===== src/rtl/pixel_motion_pkg.sv =====
// Shared types for the pixel motion controller: FSM states and key bit positions.
package pixel_motion_pkg;

  typedef enum logic [1:0] {IDLE, DELAY, REPEAT} state_t;

  localparam int UP    = 3;
  localparam int DOWN  = 2;
  localparam int LEFT  = 1;
  localparam int RIGHT = 0;

endpackage


===== src/rtl/pixel_motion_controller_key_sync.sv =====
// Two-flop synchroniser for the raw buttons plus a one-cycle delayed copy
// so the controller can see when the held combination changes.
module key_sync (
  input  logic       clk,
  input  logic       rst,
  input  logic [3:0] key,
  output logic [3:0] key_s,
  output logic       key_chg
);

  logic [3:0] meta_q, sync_q, dly_q;

  always_ff @(posedge clk or negedge rst) begin
    if (!rst) begin
      meta_q <= '0;
      sync_q <= '0;
      dly_q  <= '0;
    end else begin
      meta_q <= key;
      sync_q <= meta_q;
      dly_q  <= sync_q;
    end
  end

  assign key_s   = sync_q;
  assign key_chg = (sync_q != dly_q);

endmodule


===== src/rtl/pixel_motion_controller.sv =====
// Push-button driven object positioner: step on press, auto-repeat on hold,
// independent row/col axes with clamping to the visible area.
module pixel_motion_controller
  import pixel_motion_pkg::*;
#(
  parameter int COORD_W       = 11,
  parameter int H_RES         = 640,
  parameter int V_RES         = 480,
  parameter int OBJ_W         = 16,
  parameter int OBJ_H         = 16,
  parameter int STEP          = 4,
  parameter int HOLD_CYCLES   = 2**20,
  parameter int REPEAT_CYCLES = 2**18,
  parameter int INIT_ROW      = 232,
  parameter int INIT_COL      = 312
) (
  input  logic               clk,
  input  logic               rst,
  input  logic [3:0]         key,
  output logic [COORD_W-1:0] obj_row,
  output logic [COORD_W-1:0] obj_col,
  output logic               moving,
  output logic [3:0]         at_edge
);

  localparam int ROW_MAX = V_RES - OBJ_H;
  localparam int COL_MAX = H_RES - OBJ_W;
  localparam int CNT_MAX = (HOLD_CYCLES > REPEAT_CYCLES) ? HOLD_CYCLES : REPEAT_CYCLES;
  localparam int CNT_W   = (CNT_MAX > 1) ? $clog2(CNT_MAX) : 1;

  localparam logic [CNT_W-1:0]   HOLD_TC   = CNT_W'(HOLD_CYCLES - 1);
  localparam logic [CNT_W-1:0]   REPEAT_TC = CNT_W'(REPEAT_CYCLES - 1);
  localparam logic [COORD_W:0]   STEP_X    = (COORD_W+1)'(STEP);
  localparam logic [COORD_W:0]   ROW_LIM   = (COORD_W+1)'(ROW_MAX);
  localparam logic [COORD_W:0]   COL_LIM   = (COORD_W+1)'(COL_MAX);
  localparam logic [COORD_W-1:0] ROW_MAX_C = COORD_W'(ROW_MAX);
  localparam logic [COORD_W-1:0] COL_MAX_C = COORD_W'(COL_MAX);
  localparam logic [3:0] AT_EDGE_INIT = {INIT_ROW == 0, INIT_ROW == ROW_MAX,
                                         INIT_COL == 0, INIT_COL == COL_MAX};

  if (OBJ_W < 1 || OBJ_W > H_RES || OBJ_H < 1 || OBJ_H > V_RES) begin : g_bad_obj
    $fatal(1, "pixel_motion_controller: object size out of range");
  end
  if (STEP < 1 || STEP >= 2**COORD_W) begin : g_bad_step
    $fatal(1, "pixel_motion_controller: STEP out of range");
  end
  if (INIT_ROW < 0 || INIT_ROW > ROW_MAX || INIT_COL < 0 || INIT_COL > COL_MAX ||
      ROW_MAX >= 2**COORD_W || COL_MAX >= 2**COORD_W) begin : g_bad_init
    $fatal(1, "pixel_motion_controller: INIT position or bounds out of range");
  end
  if (HOLD_CYCLES < 1 || REPEAT_CYCLES < 1) begin : g_bad_timing
    $fatal(1, "pixel_motion_controller: hold/repeat cycles must be >= 1");
  end

  logic [3:0] key_s;
  logic       key_chg;

  key_sync u_key_sync (
    .clk     (clk),
    .rst     (rst),
    .key     (key),
    .key_s   (key_s),
    .key_chg (key_chg)
  );

  state_t             state_q, state_d;
  logic [CNT_W-1:0]   cnt_q, cnt_d;
  logic [COORD_W-1:0] row_q, row_d, col_q, col_d;
  logic               moving_q, moving_d;
  logic [3:0]         at_edge_q, at_edge_d;
  logic               step_en;
  logic               v_dec, v_inc, h_dec, h_inc;

  // Widened by one bit so neither the decrement nor the increment can wrap.
  function automatic logic [COORD_W-1:0] axis_next(input logic [COORD_W-1:0] pos,
                                                   input logic dec, input logic inc,
                                                   input logic [COORD_W:0] lim);
    logic [COORD_W:0] p;
    p = {1'b0, pos};
    axis_next = pos;
    if (dec)
      axis_next = (p < STEP_X) ? '0 : COORD_W'(p - STEP_X);
    else if (inc)
      axis_next = ((p + STEP_X) > lim) ? COORD_W'(lim) : COORD_W'(p + STEP_X);
  endfunction

  always_comb begin
    state_d = state_q;
    cnt_d   = cnt_q;
    step_en = 1'b0;
    unique case (state_q)
      IDLE: begin
        if (key_s != '0) begin
          step_en = 1'b1;
          cnt_d   = '0;
          state_d = DELAY;
        end
      end
      DELAY, REPEAT: begin
        if (key_s == '0) begin
          cnt_d   = '0;
          state_d = IDLE;
        end else if (key_chg) begin
          step_en = 1'b1;
          cnt_d   = '0;
          state_d = DELAY;
        end else if (cnt_q == ((state_q == DELAY) ? HOLD_TC : REPEAT_TC)) begin
          step_en = 1'b1;
          cnt_d   = '0;
          state_d = REPEAT;
        end else begin
          cnt_d = cnt_q + 1'b1;
        end
      end
      default: begin
        cnt_d   = '0;
        state_d = IDLE;
      end
    endcase
  end

  // Opposing keys on one axis cancel; the other axis still moves.
  always_comb begin
    v_dec     = step_en & key_s[UP]    & ~key_s[DOWN];
    v_inc     = step_en & key_s[DOWN]  & ~key_s[UP];
    h_dec     = step_en & key_s[LEFT]  & ~key_s[RIGHT];
    h_inc     = step_en & key_s[RIGHT] & ~key_s[LEFT];
    row_d     = axis_next(row_q, v_dec, v_inc, ROW_LIM);
    col_d     = axis_next(col_q, h_dec, h_inc, COL_LIM);
    moving_d  = (state_d != IDLE);
    at_edge_d = {row_d == '0, row_d == ROW_MAX_C, col_d == '0, col_d == COL_MAX_C};
  end

  always_ff @(posedge clk or negedge rst) begin
    if (!rst) begin
      state_q   <= IDLE;
      cnt_q     <= '0;
      row_q     <= COORD_W'(INIT_ROW);
      col_q     <= COORD_W'(INIT_COL);
      moving_q  <= 1'b0;
      at_edge_q <= AT_EDGE_INIT;
    end else begin
      state_q   <= state_d;
      cnt_q     <= cnt_d;
      row_q     <= row_d;
      col_q     <= col_d;
      moving_q  <= moving_d;
      at_edge_q <= at_edge_d;
    end
  end

  assign obj_row = row_q;
  assign obj_col = col_q;
  assign moving  = moving_q;
  assign at_edge = at_edge_q;

endmodule


===== config.mk =====
export PLATFORM = sky130hd
export DESIGN_NAME = pixel_motion_controller
export DESIGN_NICKNAME = d
export VERILOG_FILES = /design/src/rtl/pixel_motion_pkg.sv /design/src/rtl/pixel_motion_controller_key_sync.sv /design/src/rtl/pixel_motion_controller.sv
export SDC_FILE = /design/constraint.sdc
export NUM_CORES = 1
export LEC_CHECK = 0
export CAP_MARGIN = 10
export CORE_UTILIZATION = 53
export CTS_CLUSTER_SIZE = 10
export DETAILED_ROUTE_END_ITERATION = 10
export GPL_TIMING_DRIVEN = 0
export PLACE_DENSITY = 0.77
export SETUP_SLACK_MARGIN = 0.02
export SLEW_MARGIN = 30
export SYNTH_ARGS = -nofsm -noshare
export SYNTH_HDL_FRONTEND = slang
export SYNTH_SLANG_ARGS = --single-unit

===== constraint.sdc =====
create_clock -name clk -period 2.8 [get_ports clk]
set_clock_uncertainty 0.05 [all_clocks]
set_input_delay 0.42 -clock clk [delete_from_list [all_inputs] [get_ports clk]]
set_output_delay 0.42 -clock clk [all_outputs]
set_load 0.01 [all_outputs]

==> results list <==
* Sequential element share of the synthesized area: 39.2%
* Hold crit path type: register to register
* Cell Count, Final, Fillers Out: 642
- The cell count after synthesis came out at 450.
* Layout net count: 554
- CTS tree: yes
- For the finished layout, the period the worst path requires is between 2 and 3 ns.
- Total core area: 0.00721 mm2
- Detailed routing inserted a total of 3970 vias.
- End point of the critical path: at_edge[0]
- Worst reg2reg path endpoint: at_edge[0]
- Arr. time, crit path: 3.19 ns
- Total power density per cell area: 836 mW/mm2
- Main area contributors after synthesis: dfrtp_1 (34%), dfstp_2 (5.4%), o21ai_0 (4.2%)
- Timing would allow up to 338 MHz.
- After detailed placement, the design holds a cell count of 582.
- Number of clock sinks: between 60 and 70
* # diodes: 0
- Share of the synthesized area in the top cell type: between 30% and 40%
* Worst rel slew slack: a little under two thirds
* Number of nets still failing antenna checks after routing: 0
* Drt first pass iters: 5
* Synthesized Nets: 466
- The first global-routing pass estimated 17200 um of wire.
- During placement, the flow inserted port buffers numbering 32.
* Worst R2R Start: obj_col[3]
- Min Hold Slack: 0.303 ns
- Via count of the first global-routing pass: 3559
* Final hold violations: 0
* Post-detailed-placement half-perimeter wirelength: slightly below 7000 um
- Overall die area: 0.00775 mm2
* Horiz. Die Dim: roughly 90 um
- CTS buffer count: 9
- Routability-driven placement finished with a final weighted congestion of roughly 0.91.
- Final setup slack of the worst path: -0.158 ns
- Summed over all layers, the routed wires come to 11200 um.
* WL/cell: 17.4 um
- Dividing the detail-routed via count by the number of cells gives 6.18.
- Entering global routing, the biggest net connects a little over 50 pins.
- Failing checks: negative setup slack
* Initial antenna violation count: 0
* Worst-margin pin slew: about 0.54 ns
- Overall power consumption after layout is estimated at about 4.5 mW.
* Critical-path maximum fanout: 4
- After layout, the worst path uses 106% of the clock period.
- Effective utilization at floorplan: between 50% and 60%
- STA puts the critical path data required time at 3.03 ns.
- Netlist cell types: 72
- In this run the mean area of a mapped cell was around 8.7 um2.
- Setup repair after global routing could not meet its margin everywhere.
* Buffer type at the clock tree root: clkbuf_8
* Critical Path Start: obj_col[3]
* Worst setup slack for register-to-register paths: -0.16 ns
- Start point of the worst min-delay path: u_key_sync.meta_q[0]
- In the routed design, unresolved DRC markers number 0.
* Global route total overflow: 0
- Synth warnings: 0
- At the later pin of the worst-skew pair, clock insertion delay measures 0.34 ns.
- Startpoint-to-endpoint class of the critical path: register to register
- From bottom edge to top edge, the die measures between 80 and 90 um.
- Reported max-cap violation count: 0
* Clock slew at reported path FFs: 0.07 ns
- R2r worst-path depth: 12
* Most frequent cell after synthesis: dfrtp_1
- Number of ports placed on the die boundary: 33
* Share of cells above drive strength 1: 31.3%
- STA classifies the critical path endpoint as a register.
* Static Leak: ~2.2 nW
- VDD sags by at most about 480 uV.
- No sink is reached through more buffers than the 2 on the longest clock path.
- P&R area growth vs syn: 38.5%
* Detailed Route Iter0 Violations: 363
- Number of flops mapped to enable cells by yosys: 0
- For this run, the total global-route usage over all layers was measured as 28.7%.
* Yosys top cell by area: dfrtp_1
- Final-report max-slew violation count: 0
* Final setup violation count: 4
* #FFs+latches synth: 61
* Status: complete, but fails checks
- Sort of element at the start of the critical path: register
* Prevailing post-synth register cell: dfrtp_1
- Num rows: 31
* Syn Std Cell Area: 0.00392 mm2
* Deepest level of the CTS H-tree: 3
- In the synthesized netlist the async set-or-reset flop fraction comes to 100%.
* Most numerous cell types in the synthesized netlist: dfrtp_1 (53), nand2_1 (41), nor2_1 (39), o21ai_0 (33), a21oi_1 (26)
layout by cell type (no fill, tap or decap), types with 8 or more instances in the layout:
master           Yosys  routed
nand3_1             18      14
dfstp_2              8       8
nor3_1              14      10
and2_1              10       9
nand4_1             10      10
a21oi_1             26      23
nand2_1             41      39
o31ai_1             10       9
clkbuf_1            14      10
buf_6                2      10
o21ai_0             33      29
clkdlybuf4s50_1      0      31
buf_4                2      40
xor2_1               8       8
clkbuf_8             0      11
inv_1               19      15
nor2_1              39      36
dfrtp_1             53      51
or3_1               10       8
power by group:
group          internal, mW  leakage (nW)  switching, mW
combinational          1.13          1.33           1.37
sequential             1.06         0.772          0.187
clock                 0.433        0.0964          0.358
what timing repair did:
item | 4_1_cts | 5_1_grt
gates resized for setup | 32 | 72
hold buffers | 1 | 0
pin swaps | 12 | 29
cloned | 2 | 0
endpoints found under the setup margin | 6 | 18
hold endpoints to repair | 8 | 0
buffers inserted | 26 | 17
sequential cells by signal, summed over array words and instances, names as in the netlist:
signal and cells:
at_edge 4, cnt_q 20, moving 1, obj_col 11
obj_row 11, state_q 2, u_key_sync.dly_q 4, u_key_sync.key_s 4
u_key_sync.meta_q 4
worst min path at each step:
stage / endpoint / cells past startpoint / slack [ns]
6_report: u_key_sync.key_s[0] / 0 / 0.30
5_1_grt: u_key_sync.key_s[3] / 0 / 0.31
4_1_cts: u_key_sync.key_s[2] / 0 / 0.30
3_5_place_dp: obj_col[9] / 1 / 0.23
3_3_place_gp: u_key_sync.key_s[1] / 0 / 0.28
2_1_floorplan: at_edge[0] / 0 / 0.07
layer usage:
layer / wire length, um / GRT usage [%] / vias to the layer above
met5: 0 / 0 / -
met4: 306 / 10.7 / 0
met3: 683 / 5.47 / 36
met2: 5410 / 45.4 / 173
met1: 4750 / 39.2 / 1936
li1: - / - / 1825
cell families after synthesis:
group	synth area share, %
compound gates	20.6
xor+xnor	4.18
fa+ha+maj	3.44
buf+inv	4.62
flops	39.2
mux	0.797
simple gates	27.2
critical path, cell delays in order, from the launching register on:
cell	delay, ns
dfstp_2	0.40
buf_6	0.13
inv_4	0.05
ha_4	0.14
nand2b_4	0.07
or3_4	0.33
or4_4	0.43
nand3_2	0.09
nand2_1	0.06
a22o_1	0.25
o21bai_1	0.16
or4_4	0.50
and4b_1	0.25
layout make-up:
cell class,instances,area [um2]
multi-input cells,349,2670
fillers,521,1780
flip-flops and latches,61,1540
repair buffers,77,694
clock buffers,12,145
plain buffers,21,140
well taps,99,124
inverters,19,73.8
clock inverters,4,47.5
stage by stage:
stage | setup slack, ns | cell area, um2 | util [%] | TNS [ns]
floorplan | -0.0496 | 3960 | - | -0.0496
global placement | -0.730 | 4400 | 61.0 | -40.28
detailed placement | -0.485 | 4430 | 61.4 | -1.85
CTS | -0.102 | 4970 | 68.9 | -0.175
global route | -0.260 | 5430 | 75.3 | -0.729
finish | -0.158 | 5430 | 75.3 | -0.275
No activity file was read; power rests on OpenSTA's default activity.
